<file path="src/rtl/riscv_ctrl_pkg.sv">
// rtl/riscv_ctrl_pkg.sv - shared state, opcode and ALU encodings for the multicycle controller
package riscv_ctrl_pkg;

  typedef enum logic [3:0] {
    S_FETCH    = 4'd0,
    S_DECODE   = 4'd1,
    S_MEMADR   = 4'd2,
    S_MEMREAD  = 4'd3,
    S_MEMWB    = 4'd4,
    S_MEMWRITE = 4'd5,
    S_EXECR    = 4'd6,
    S_ALUWB    = 4'd7,
    S_EXECI    = 4'd8,
    S_JAL      = 4'd9,
    S_BEQ      = 4'd10
  } state_t;

  localparam logic [6:0] OP_LOAD  = 7'b0000011;
  localparam logic [6:0] OP_STORE = 7'b0100011;
  localparam logic [6:0] OP_RTYPE = 7'b0110011;
  localparam logic [6:0] OP_ITYPE = 7'b0010011;
  localparam logic [6:0] OP_JAL   = 7'b1101111;
  localparam logic [6:0] OP_BEQ   = 7'b1100011;

  localparam logic [1:0] ALUOP_ADD   = 2'b00;
  localparam logic [1:0] ALUOP_SUB   = 2'b01;
  localparam logic [1:0] ALUOP_FUNCT = 2'b10;

  localparam logic [2:0] ALU_ADD = 3'b000;
  localparam logic [2:0] ALU_SUB = 3'b001;
  localparam logic [2:0] ALU_AND = 3'b010;
  localparam logic [2:0] ALU_OR  = 3'b011;
  localparam logic [2:0] ALU_SLT = 3'b101;

  function automatic logic [1:0] imm_src(input logic [6:0] op);
    case (op)
      OP_STORE: imm_src = 2'b01;
      OP_BEQ:   imm_src = 2'b10;
      OP_JAL:   imm_src = 2'b11;
      default:  imm_src = 2'b00;
    endcase
  endfunction

endpackage

</file>
<file path="src/rtl/main_fsm_alu_decoder.sv">
// rtl/main_fsm_alu_decoder.sv - maps ALUOp and instruction fields to the ALU operation
module Alu_Decoder
  import riscv_ctrl_pkg::*;
(
  input  logic [1:0] alu_op,
  input  logic [2:0] funct3,
  input  logic       funct7b5,
  input  logic       op5,
  output logic [2:0] alu_control
);

  always_comb begin
    alu_control = ALU_ADD;
    case (alu_op)
      ALUOP_ADD: alu_control = ALU_ADD;
      ALUOP_SUB: alu_control = ALU_SUB;
      ALUOP_FUNCT: begin
        case (funct3)
          // Only R-type uses funct7b5 for sub; in I-type it is immediate data.
          3'b000:  alu_control = (op5 & funct7b5) ? ALU_SUB : ALU_ADD;
          3'b010:  alu_control = ALU_SLT;
          3'b110:  alu_control = ALU_OR;
          3'b111:  alu_control = ALU_AND;
          default: alu_control = ALU_ADD;
        endcase
      end
      default: alu_control = ALU_ADD;
    endcase
  end

endmodule

</file>
<file path="src/rtl/main_fsm.sv">
// rtl/main_fsm.sv - multicycle RISC-V main control FSM with ALU decode
module main_fsm
  import riscv_ctrl_pkg::*;
(
  input  logic       clk,
  input  logic       rst_n,
  input  logic [6:0] op,
  input  logic [2:0] funct3,
  input  logic       funct7b5,
  input  logic       zero,
  input  logic       mem_ready,
  output logic       PCWrite,
  output logic       IRWrite,
  output logic       MemWrite,
  output logic       RegWrite,
  output logic       AdrSrc,
  output logic [1:0] ResultSrc,
  output logic [1:0] ALUSrcA,
  output logic [1:0] ALUSrcB,
  output logic [1:0] ImmSrc,
  output logic [2:0] ALUControl,
  output logic       illegal_instr,
  output logic [3:0] state
);

  state_t     state_q, state_d;
  logic [1:0] alu_op;
  logic       pc_write, ir_write, mem_write, reg_write, illegal;

  always_ff @(posedge clk or negedge rst_n) begin
    if (!rst_n) state_q <= S_FETCH;
    else        state_q <= state_d;
  end

  always_comb begin
    state_d   = state_q;
    pc_write  = 1'b0;
    ir_write  = 1'b0;
    mem_write = 1'b0;
    reg_write = 1'b0;
    illegal   = 1'b0;
    AdrSrc    = 1'b0;
    ResultSrc = 2'b00;
    ALUSrcA   = 2'b00;
    ALUSrcB   = 2'b00;
    alu_op    = ALUOP_ADD;
    case (state_q)
      S_FETCH: begin
        ALUSrcB   = 2'b10;
        ResultSrc = 2'b10;
        pc_write  = mem_ready;
        ir_write  = mem_ready;
        if (mem_ready) state_d = S_DECODE;
      end
      S_DECODE: begin
        ALUSrcA = 2'b01;
        ALUSrcB = 2'b01;
        case (op)
          OP_LOAD, OP_STORE: state_d = S_MEMADR;
          OP_RTYPE:          state_d = S_EXECR;
          OP_ITYPE:          state_d = S_EXECI;
          OP_JAL:            state_d = S_JAL;
          OP_BEQ:            state_d = S_BEQ;
          default: begin
            state_d = S_FETCH;
            illegal = 1'b1;
          end
        endcase
      end
      S_MEMADR: begin
        ALUSrcA = 2'b10;
        ALUSrcB = 2'b01;
        state_d = (op == OP_LOAD) ? S_MEMREAD : S_MEMWRITE;
      end
      S_MEMREAD: begin
        AdrSrc = 1'b1;
        if (mem_ready) state_d = S_MEMWB;
      end
      S_MEMWB: begin
        ResultSrc = 2'b01;
        reg_write = 1'b1;
        state_d   = S_FETCH;
      end
      S_MEMWRITE: begin
        AdrSrc    = 1'b1;
        mem_write = 1'b1;
        if (mem_ready) state_d = S_FETCH;
      end
      S_EXECR: begin
        ALUSrcA = 2'b10;
        alu_op  = ALUOP_FUNCT;
        state_d = S_ALUWB;
      end
      S_EXECI: begin
        ALUSrcA = 2'b10;
        ALUSrcB = 2'b01;
        alu_op  = ALUOP_FUNCT;
        state_d = S_ALUWB;
      end
      S_ALUWB: begin
        reg_write = 1'b1;
        state_d   = S_FETCH;
      end
      S_JAL: begin
        ALUSrcA  = 2'b01;
        ALUSrcB  = 2'b10;
        pc_write = 1'b1;
        state_d  = S_ALUWB;
      end
      S_BEQ: begin
        ALUSrcA  = 2'b10;
        alu_op   = ALUOP_SUB;
        pc_write = zero;
        state_d  = S_FETCH;
      end
      default: state_d = S_FETCH;
    endcase
  end

  // Enables are gated by reset so a low rst_n blocks writes before any edge.
  assign PCWrite       = pc_write  & rst_n;
  assign IRWrite       = ir_write  & rst_n;
  assign MemWrite      = mem_write & rst_n;
  assign RegWrite      = reg_write & rst_n;
  assign illegal_instr = illegal   & rst_n;
  assign ImmSrc        = imm_src(op);
  assign state         = state_q;

  Alu_Decoder u_alu_decoder (
    .alu_op      (alu_op),
    .funct3      (funct3),
    .funct7b5    (funct7b5),
    .op5         (op[5]),
    .alu_control (ALUControl)
  );

endmodule
</file>
<file path="config.mk">
export PLATFORM = sky130hd
export DESIGN_NAME = main_fsm
export DESIGN_NICKNAME = d
export VERILOG_FILES = /design/src/rtl/riscv_ctrl_pkg.sv /design/src/rtl/main_fsm_alu_decoder.sv /design/src/rtl/main_fsm.sv
export SDC_FILE = /design/constraint.sdc
export NUM_CORES = 1
export LEC_CHECK = 0
export CAP_MARGIN = 20
export CORE_UTILIZATION = 55
export CTS_CLUSTER_DIAMETER = 200
export DETAILED_ROUTE_END_ITERATION = 12
export DONT_BUFFER_PORTS = 1
export GPL_ROUTABILITY_DRIVEN = 0
export GPL_TIMING_DRIVEN = 0
export PLACE_DENSITY = 0.7
export SLEW_MARGIN = 20
export SYNTH_ARGS = -nofsm -noshare
export SYNTH_HDL_FRONTEND = slang
export SYNTH_HIERARCHICAL = 1
export SYNTH_SLANG_ARGS = --single-unit
</file>
<file path="constraint.sdc">
create_clock -name clk -period 5.2 [get_ports clk]
set_input_delay 0.52 -clock clk [delete_from_list [all_inputs] [get_ports clk]]
set_output_delay 0.52 -clock clk [all_outputs]
set_load 0.1 [all_outputs]
</file>
==> qor.log, run 1 <==
[global_routing] largest net degree at the start of global routing 11
[global_routing] GRT overflow 0
[die] # IOs 36
[worst_setup_path] signal arrival time at the worst endpoint 3.64 ns
[timing] Worst Clk Skew 0.00608 ns
[clocking] H-tree lvl count 1
[place] number of placed cells counting well taps 117
[clocking] CTS root buf sky130_fd_sc_hd__clkbuf_4
[cells_and_area] Area growth syn-to-layout 40.1%
[die] standard cell core area 1190 um2
[routing] antenna-violating nets left 0
[worst_setup_path] destination of the critical timing path ALUControl[0]
[timing] post-route fraction of the period consumed by the critical path 0.799
[synthesis] number of synthesized register bits 4
[worst_setup_path] kind of start point of the critical path flop
[routing] total via count after detailed routing 820
[cells_and_area] Total Nets Final 126
[synthesis] fraction of registers with async set or reset after synthesis 1.00
[synthesis] Synth Instances 95
[synthesis] Post-Synthesis Net Count 112
[cells_and_area] share of final-layout standard cells stronger than drive strength 1 0.380
[power] highest ir drop seen on vdd 0.000269 V
[power] ratio of total power to cell area 293 nW/um2
[synthesis] share of synthesized area occupied by flip-flops and latches 0.135
[timing] Slew Viols, Final 0
[clocking] worst-skew pair later-pin latency 0.25 ns
[worst_setup_path] CP Cell Sequence buf_6, clkbuf_1, a21oi_1, nor2_1, ha_1, nand2b_4, a221oi_4
[worst_setup_path] Crit Reg-Reg Startpoint state[3]
[routing] mean routed wirelength per cell 18.9 um
[routing] first drt pass iteration count 4
[timing] final setup violating endpoints 0
[place] HPWL after detailed placement 1810 um
[die] Initial Util 0.626
[timing] total negative slack for setup checks 0 ns
[clocking] clock tree from TritonCTS built
[global_routing] number of global-route vias before repair 724
[cells_and_area] Seq. cell area 101 um2
[clocking] Clock Sink Count 4
[worst_setup_path] slowest stage cell on the critical path sky130_fd_sc_hd__dfrtp_1
[die] Die Y 38.7 um
[clocking] number of gates given a new drive strength after cts 0
[min_path] worst min-delay path class in2reg
[synthesis] average cell area after synthesis 7.81 um2
[clocking] Clock transition at path regs 0.05 ns
[timing] worst slew margin relative to its limit 0.279
[power] leakage power summed over all cells 0.000431 uW
[global_routing] grt met1 use 0.368
[worst_setup_path] max incr delay on CP 1.04 ns
[cells_and_area] number of flip-flops in the largest register 4
[routing] DR iter-0 viols 14
[global_routing] fraction of met3 tracks used by global routing 0.0867
[worst_setup_path] FF-to-FF End state[2]
[synthesis] EDFF count, synth 0
[min_path] Hold Path Depth 2
[worst_setup_path] start-to-end type of the worst setup path reg2out
[synthesis] number of warning messages in the yosys log 6
[timing] maximum achievable frequency 0.241 GHz
[cells_and_area] total of fill cells in the finished design 58
[synthesis] post-synth design cell area 742 um2
[worst_setup_path] depth of the worst register-to-register path 5
[global_routing] global routing usage summed across all routing layers 0.331
[routing] total DRC errors in the routed layout 0
[global_routing] met2 capacity usage during global routing 0.579
[clocking] number of buffers between clock root and the deepest sink 2
[timing] unrepaired setup endpoints after global routing false
[worst_setup_path] kind of capture point of the worst setup path primary output
[worst_setup_path] R2R Setup Slk 2.44 ns
[worst_setup_path] highest net fanout along the worst path 10
[die] # rows 12
[worst_setup_path] CP startpoint state[2]
[timing] hold violation total from the final report 0
[run] MaxCap Viol Count 0
[timing] actual slew at the worst max-slew pin 1.08 ns
[routing] Vias/cell 6.72
[worst_setup_path] Data required, critical path 4.68 ns
[synthesis] dominant synthesized flop cell sky130_fd_sc_hd__dfrtp_1
[routing] sum of routed wire length over all layers 2300 um
[cells_and_area] count of placed standard cells in the final layout, fillers left out 122
[cells_and_area] final cell area excluding filler cells 1040 um2
[synthesis] Unique masters post-synth 42
[die] Die W 38.7 um
[place] placed cell area 1000 um2
[power] total power draw 304 uW
[global_routing] wire length of the first global-routing pass 3310 um
[cells_and_area] Diodes inserted 0
[status] result of the run completed
[timing] final critical delay including setup and external delays 4.16 ns
[die] full die area 1500 um2
[clocking] TritonCTS Buffers 3
[place] count of input and output buffers 0
[cells_and_area] multi-input gate area in the final layout 677 um2
[global_routing] most utilized layer in the global route result met2
[global_routing] antenna violations before repair 0
[cells_and_area] utilization after layout 0.877
area by class of cell:
class                           count  area share
Inverter                            9      0.0325
Timing Repair Buffer                9       0.125
Buffer                              6      0.0517
Tap cell                           14      0.0168
Sequential cell                     4      0.0975
Clock buffer                        4      0.0253
Multi-Input combinational cell     76       0.651
metal layers:
metal | up-vias | wire (um)
met4 | 0 | 31
met1 | 379 | 899
met2 | 56 | 1140
met3 | 4 | 231
met5 | - | 0
li1 | 381 | -
power by group:
part           internal, uW  leakage, uW  total, uW  switching [uW]
Clock                  29.2    0.0000150       48.0            18.8
Sequential             33.7    0.0000529       56.6            22.9
Combinational          52.2     0.000363        200             147
Total                   115     0.000431        304             189
kinds of logic after synthesis:
| logic type | synth area share |
|---|---|
| buffers and inverters | 0.118 |
| muxes | 0.0135 |
| and+or+nand+nor | 0.430 |
| DFF | 0.135 |
| AOI/OAI and AO/OA | 0.223 |
| xor gates and xnor gates | 0.0472 |
| adders and majority gates | 0.0337 |
layout by cell type, fill, tap and decap left out, types with 2 or more instances in the layout:
master / count
sky130_fd_sc_hd__a211oi_1: 2
sky130_fd_sc_hd__a21oi_1: 6
sky130_fd_sc_hd__and3_1: 2
sky130_fd_sc_hd__buf_6: 3
sky130_fd_sc_hd__buf_8: 8
sky130_fd_sc_hd__clkbuf_1: 3
sky130_fd_sc_hd__clkbuf_4: 3
sky130_fd_sc_hd__dfrtp_1: 3
sky130_fd_sc_hd__ha_1: 2
sky130_fd_sc_hd__inv_1: 7
sky130_fd_sc_hd__inv_2: 2
sky130_fd_sc_hd__nand2_1: 2
sky130_fd_sc_hd__nand2b_1: 2
sky130_fd_sc_hd__nand2b_2: 2
sky130_fd_sc_hd__nor2_1: 10
sky130_fd_sc_hd__nor2_2: 3
sky130_fd_sc_hd__nor3_1: 5
sky130_fd_sc_hd__nor3_2: 3
sky130_fd_sc_hd__nor4b_4: 2
sky130_fd_sc_hd__o22ai_1: 3
sky130_fd_sc_hd__or4b_1: 2
sky130_fd_sc_hd__xnor2_1: 2
sky130_fd_sc_hd__xor2_1: 2
critical path, delay by kind of cell (launching register included):
family | cells | cell delay (ns)
flops | 1 | 1.04
fa+ha+maj | 1 | 0.25
simple gates | 2 | 0.26
buf+inv | 2 | 0.74
compound gates | 2 | 1.08
Yosys cell counts, types with 2 or more instances:
master / count / share of area
sky130_fd_sc_hd__buf_6: 3 / 0.046
sky130_fd_sc_hd__nand2_1: 2 / 0.010
sky130_fd_sc_hd__nor3_1: 8 / 0.054
sky130_fd_sc_hd__nand2b_2: 2 / 0.024
sky130_fd_sc_hd__o22ai_1: 3 / 0.025
sky130_fd_sc_hd__dfrtp_1: 4 / 0.13
sky130_fd_sc_hd__o32ai_1: 2 / 0.024
sky130_fd_sc_hd__a211oi_1: 3 / 0.030
sky130_fd_sc_hd__nor4b_1: 3 / 0.035
sky130_fd_sc_hd__clkbuf_1: 2 / 0.010
sky130_fd_sc_hd__inv_2: 2 / 0.010
sky130_fd_sc_hd__xor2_1: 2 / 0.024
sky130_fd_sc_hd__nand2b_1: 2 / 0.017
sky130_fd_sc_hd__ha_1: 2 / 0.034
sky130_fd_sc_hd__or4b_1: 2 / 0.027
sky130_fd_sc_hd__and3_1: 2 / 0.017
sky130_fd_sc_hd__xnor2_1: 2 / 0.024
sky130_fd_sc_hd__nor2_1: 13 / 0.066
sky130_fd_sc_hd__inv_1: 7 / 0.035
sky130_fd_sc_hd__a221oi_2: 2 / 0.040
sky130_fd_sc_hd__a21oi_1: 6 / 0.040
stage by stage:
stage / setup slack (ns) / hold slack, ns
2_1_floorplan: -0.276 / 0.224
5_1_grt: 0.903 / 0.487
4_1_cts: 1.06 / 0.458
3_3_place_gp: -0.456 / 0.225
3_5_place_dp: 1.32 / 0.225
6_report: 1.04 / 0.449
worst min-delay path by stage:
| stage | start | endpoint | slack [ns] |
|---|---|---|---|
| global route | op[4] | state[3] | 0.49 |
| detailed placement | rst_n | state[1] | 0.22 |
| global placement | rst_n | state[1] | 0.22 |
| finish | op[4] | state[3] | 0.45 |
| CTS | op[4] | state[3] | 0.46 |
| floorplan | rst_n | state[0] | 0.22 |
repair_timing:
action / CTS / global route
endpoints found under the hold margin: 4 / 0
hold buffers: 1 / 0
setup buffers: 0 / 0
(Power assumes the default switching activity.)
==> inputs of run 2 (changes only) <==
Settings changed: PLACE_DENSITY 0.7 to 0.73.
Clock period 5.2 ns to 3.8 ns, I/O delays scaled along.
==> qor.log, run 2 (synthesis results as in run 1) <==
[status] result of the run completed [unchanged]
[worst_setup_path] kind of capture point of the worst setup path primary output [unchanged]
[routing] sum of routed wire length over all layers 2180 um [was 2300 um]
[worst_setup_path] FF-to-FF End state[2] [unchanged]
[global_routing] number of global-route vias before repair 781 [was 724]
[worst_setup_path] R2R Setup Slk 1.36 ns [was 2.44 ns]
[worst_setup_path] start-to-end type of the worst setup path reg2out [unchanged]
[timing] maximum achievable frequency 0.272 GHz
[cells_and_area] count of placed standard cells in the final layout, fillers left out 120 [was 122]
[timing] Slew Viols, Final 0 [unchanged]
[clocking] clock tree from TritonCTS built [unchanged]
[global_routing] GRT overflow 0 [unchanged]
[die] full die area 1500 um2 [unchanged]
[worst_setup_path] destination of the critical timing path ALUControl[0] [unchanged]
[power] total power draw 413 uW [was 304 uW]
[cells_and_area] Total Nets Final 125 [was 126]
[clocking] H-tree lvl count 1 [unchanged]
[place] HPWL after detailed placement 1710 um [was 1810 um]
[routing] Vias/cell 6.63 [was 6.72]
[routing] antenna-violating nets left 0 [unchanged]
[die] Initial Util 0.626 [unchanged]
[timing] final critical delay including setup and external delays 3.68 ns
[timing] worst slew margin relative to its limit 0.269 [was 0.279]
[global_routing] wire length of the first global-routing pass 3460 um [was 3310 um]
[clocking] CTS root buf sky130_fd_sc_hd__clkbuf_4 [unchanged]
[worst_setup_path] highest net fanout along the worst path 10 [unchanged]
[cells_and_area] leading cell type in the layout, fill and taps excluded sky130_fd_sc_hd__nor2_1 [unchanged]
[clocking] TritonCTS Buffers 3 [unchanged]
[worst_setup_path] depth of the worst register-to-register path 5 [unchanged]
[die] standard cell core area 1190 um2 [unchanged]
[routing] DR iter-0 viols 17 [was 14]
[die] # rows 12 [unchanged]
[worst_setup_path] Crit Reg-Reg Startpoint state[3] [unchanged]
[worst_setup_path] CP startpoint state[3] [was state[2]]
[global_routing] global routing usage summed across all routing layers 0.338 [was 0.331]
[power] leakage power summed over all cells 0.000426 uW [was 0.000431 uW]
[timing] final setup violating endpoints 0 [unchanged]
[global_routing] largest net degree at the start of global routing 11 [unchanged]
[worst_setup_path] kind of start point of the critical path flop [unchanged]
[cells_and_area] number of flip-flops in the largest register 4 [unchanged]
[place] number of placed cells counting well taps 117 [unchanged]
[cells_and_area] share of final-layout standard cells stronger than drive strength 1 0.425 [was 0.380]
[timing] unrepaired setup endpoints after global routing false [unchanged]
[run] MaxCap Viol Count 0 [unchanged]
[global_routing] antenna violations before repair 0 [unchanged]
[cells_and_area] Area growth syn-to-layout 42.2% [was 40.1%]
[min_path] worst min-delay path class in2reg [unchanged]
[die] Die Y 38.7 um [unchanged]
[clocking] Clock transition at path regs 0.04 ns [was 0.05 ns]
[cells_and_area] commonest non-fill, non-tap cells in the layout 10 x sky130_fd_sc_hd__nor2_1, 8 x sky130_fd_sc_hd__buf_8, 7 x sky130_fd_sc_hd__inv_1, 6 x sky130_fd_sc_hd__a21oi_1, 5 x sky130_fd_sc_hd__nor3_1 [unchanged]
[worst_setup_path] Data required, critical path 3.42 ns [was 4.68 ns]
[clocking] Clock Sink Count 4 [unchanged]
[power] highest ir drop seen on vdd 0.000367 V [was 0.000269 V]
[power] ratio of total power to cell area 391 nW/um2 [was 293 nW/um2]
[timing] Worst Clk Skew 0.0121 ns [was 0.00608 ns]
[timing] hold violation total from the final report 0 [unchanged]
[cells_and_area] total of fill cells in the finished design 62 [was 58]
[die] Die W 38.7 um [unchanged]
[routing] mean routed wirelength per cell 18.2 um [was 18.9 um]
[routing] first drt pass iteration count 4 [unchanged]
[routing] total DRC errors in the routed layout 0 [unchanged]
[clocking] number of gates given a new drive strength after cts 0 [unchanged]
[cells_and_area] Diodes inserted 0 [unchanged]
[clocking] worst-skew pair later-pin latency 0.26 ns [was 0.25 ns]
[timing] post-route fraction of the period consumed by the critical path 0.967
[clocking] number of buffers between clock root and the deepest sink 2 [unchanged]
[timing] actual slew at the worst max-slew pin 1.09 ns [was 1.08 ns]
[worst_setup_path] signal arrival time at the worst endpoint 3.30 ns [was 3.64 ns]
[die] # IOs 36 [unchanged]
[place] count of input and output buffers 0 [unchanged]
[routing] total via count after detailed routing 795 [was 820]
-- run 2: cell types whose count changed in the layout (fill, tap and decap cells not counted) --
cell	before	now
sky130_fd_sc_hd__a2111oi_2	1	0
sky130_fd_sc_hd__a2111oi_4	0	1
sky130_fd_sc_hd__clkbuf_1	3	1
sky130_fd_sc_hd__dfrtp_1	3	0
sky130_fd_sc_hd__dfrtp_2	1	3
sky130_fd_sc_hd__dfrtp_4	0	1
sky130_fd_sc_hd__or4b_1	2	1
sky130_fd_sc_hd__or4b_4	0	1
-- run 2: per-layer routing --
layer,part of all wire,vias to the layer above,global-route usage
met2,0.51,46,0.542
met4,0.019,0,0.155
met5,0,-,0
met3,0.092,6,0.127
li1,-,374,-
met1,0.38,369,0.392
-- run 2: power by group --
group | switching, uW | leakage [uW] | total, uW | internal [uW]
Clock | 22.9 | 0.0000138 | 58.6 | 35.7
Combinational | 200 | 0.000365 | 275 | 74.8
Sequential | 31.4 | 0.0000479 | 79.2 | 47.7
Total | 254 | 0.000426 | 413 | 158
-- run 2: what timing repair did --
action / in CTS / in global routing
setup endpoints to repair: 0 / 1
setup buffers: 0 / 0
hold endpoints to repair: 4 / 0
hold buffers: 1 / 0
-- run 2: layout make-up --
class                           instances  area (um2)  area share
Timing Repair Buffer                    9         130       0.123
Multi-Input combinational cell         76         693       0.657
Clock buffer                            3        22.5      0.0214
Sequential cell                         4         108       0.102
Inverter                                9        33.8      0.0320
Tap cell                               14        17.5      0.0166
Buffer                                  5        50.0      0.0474
-- run 2: how the worst min path moves through the flow --
stage | start | slack [ns] | endpoint | depth (start not counted)
floorplan | rst_n | 0.08 | state[1] | 0
global placement | rst_n | 0.08 | state[0] | 0
detailed placement | rst_n | 0.08 | state[0] | 0
CTS | op[4] | 0.32 | state[3] | 2
global route | op[4] | 0.36 | state[3] | 2
finish | op[4] | 0.31 | state[3] | 2
-- run 2: critical path: stages (launching register included) --
cell,delay (ns)
sky130_fd_sc_hd__dfrtp_2,0.72
sky130_fd_sc_hd__dlymetal6s2s_1,0.53
sky130_fd_sc_hd__inv_2,0.12
sky130_fd_sc_hd__nor3_1,0.33
sky130_fd_sc_hd__inv_1,0.08
sky130_fd_sc_hd__ha_1,0.39
sky130_fd_sc_hd__a221oi_4,0.86
-- run 2: through the flow --
stage | setup TNS [ns] | instance area (um2) | hold WS [ns] | utilization | setup slack, ns
CTS | 0 | 1060 | 0.321 | 0.892 | 0.0973
finish | 0 | 1050 | 0.307 | 0.889 | 0.125
detailed placement | 0 | 1030 | 0.0845 | 0.865 | 0.335
global placement | -1.27 | 818 | 0.0845 | 0.690 | -1.11
floorplan | -1.02 | 801 | 0.0844 | - | -1.02
global route | 0 | 1050 | 0.361 | 0.889 | 0.0117
==> inputs of run 3 (changes only) <==
Settings changed: ABC_CLOCK_PERIOD_IN_PS set to 3800.
==> results of run 3 <==
Final layout, timing and power as in run 2 (identical DEF).
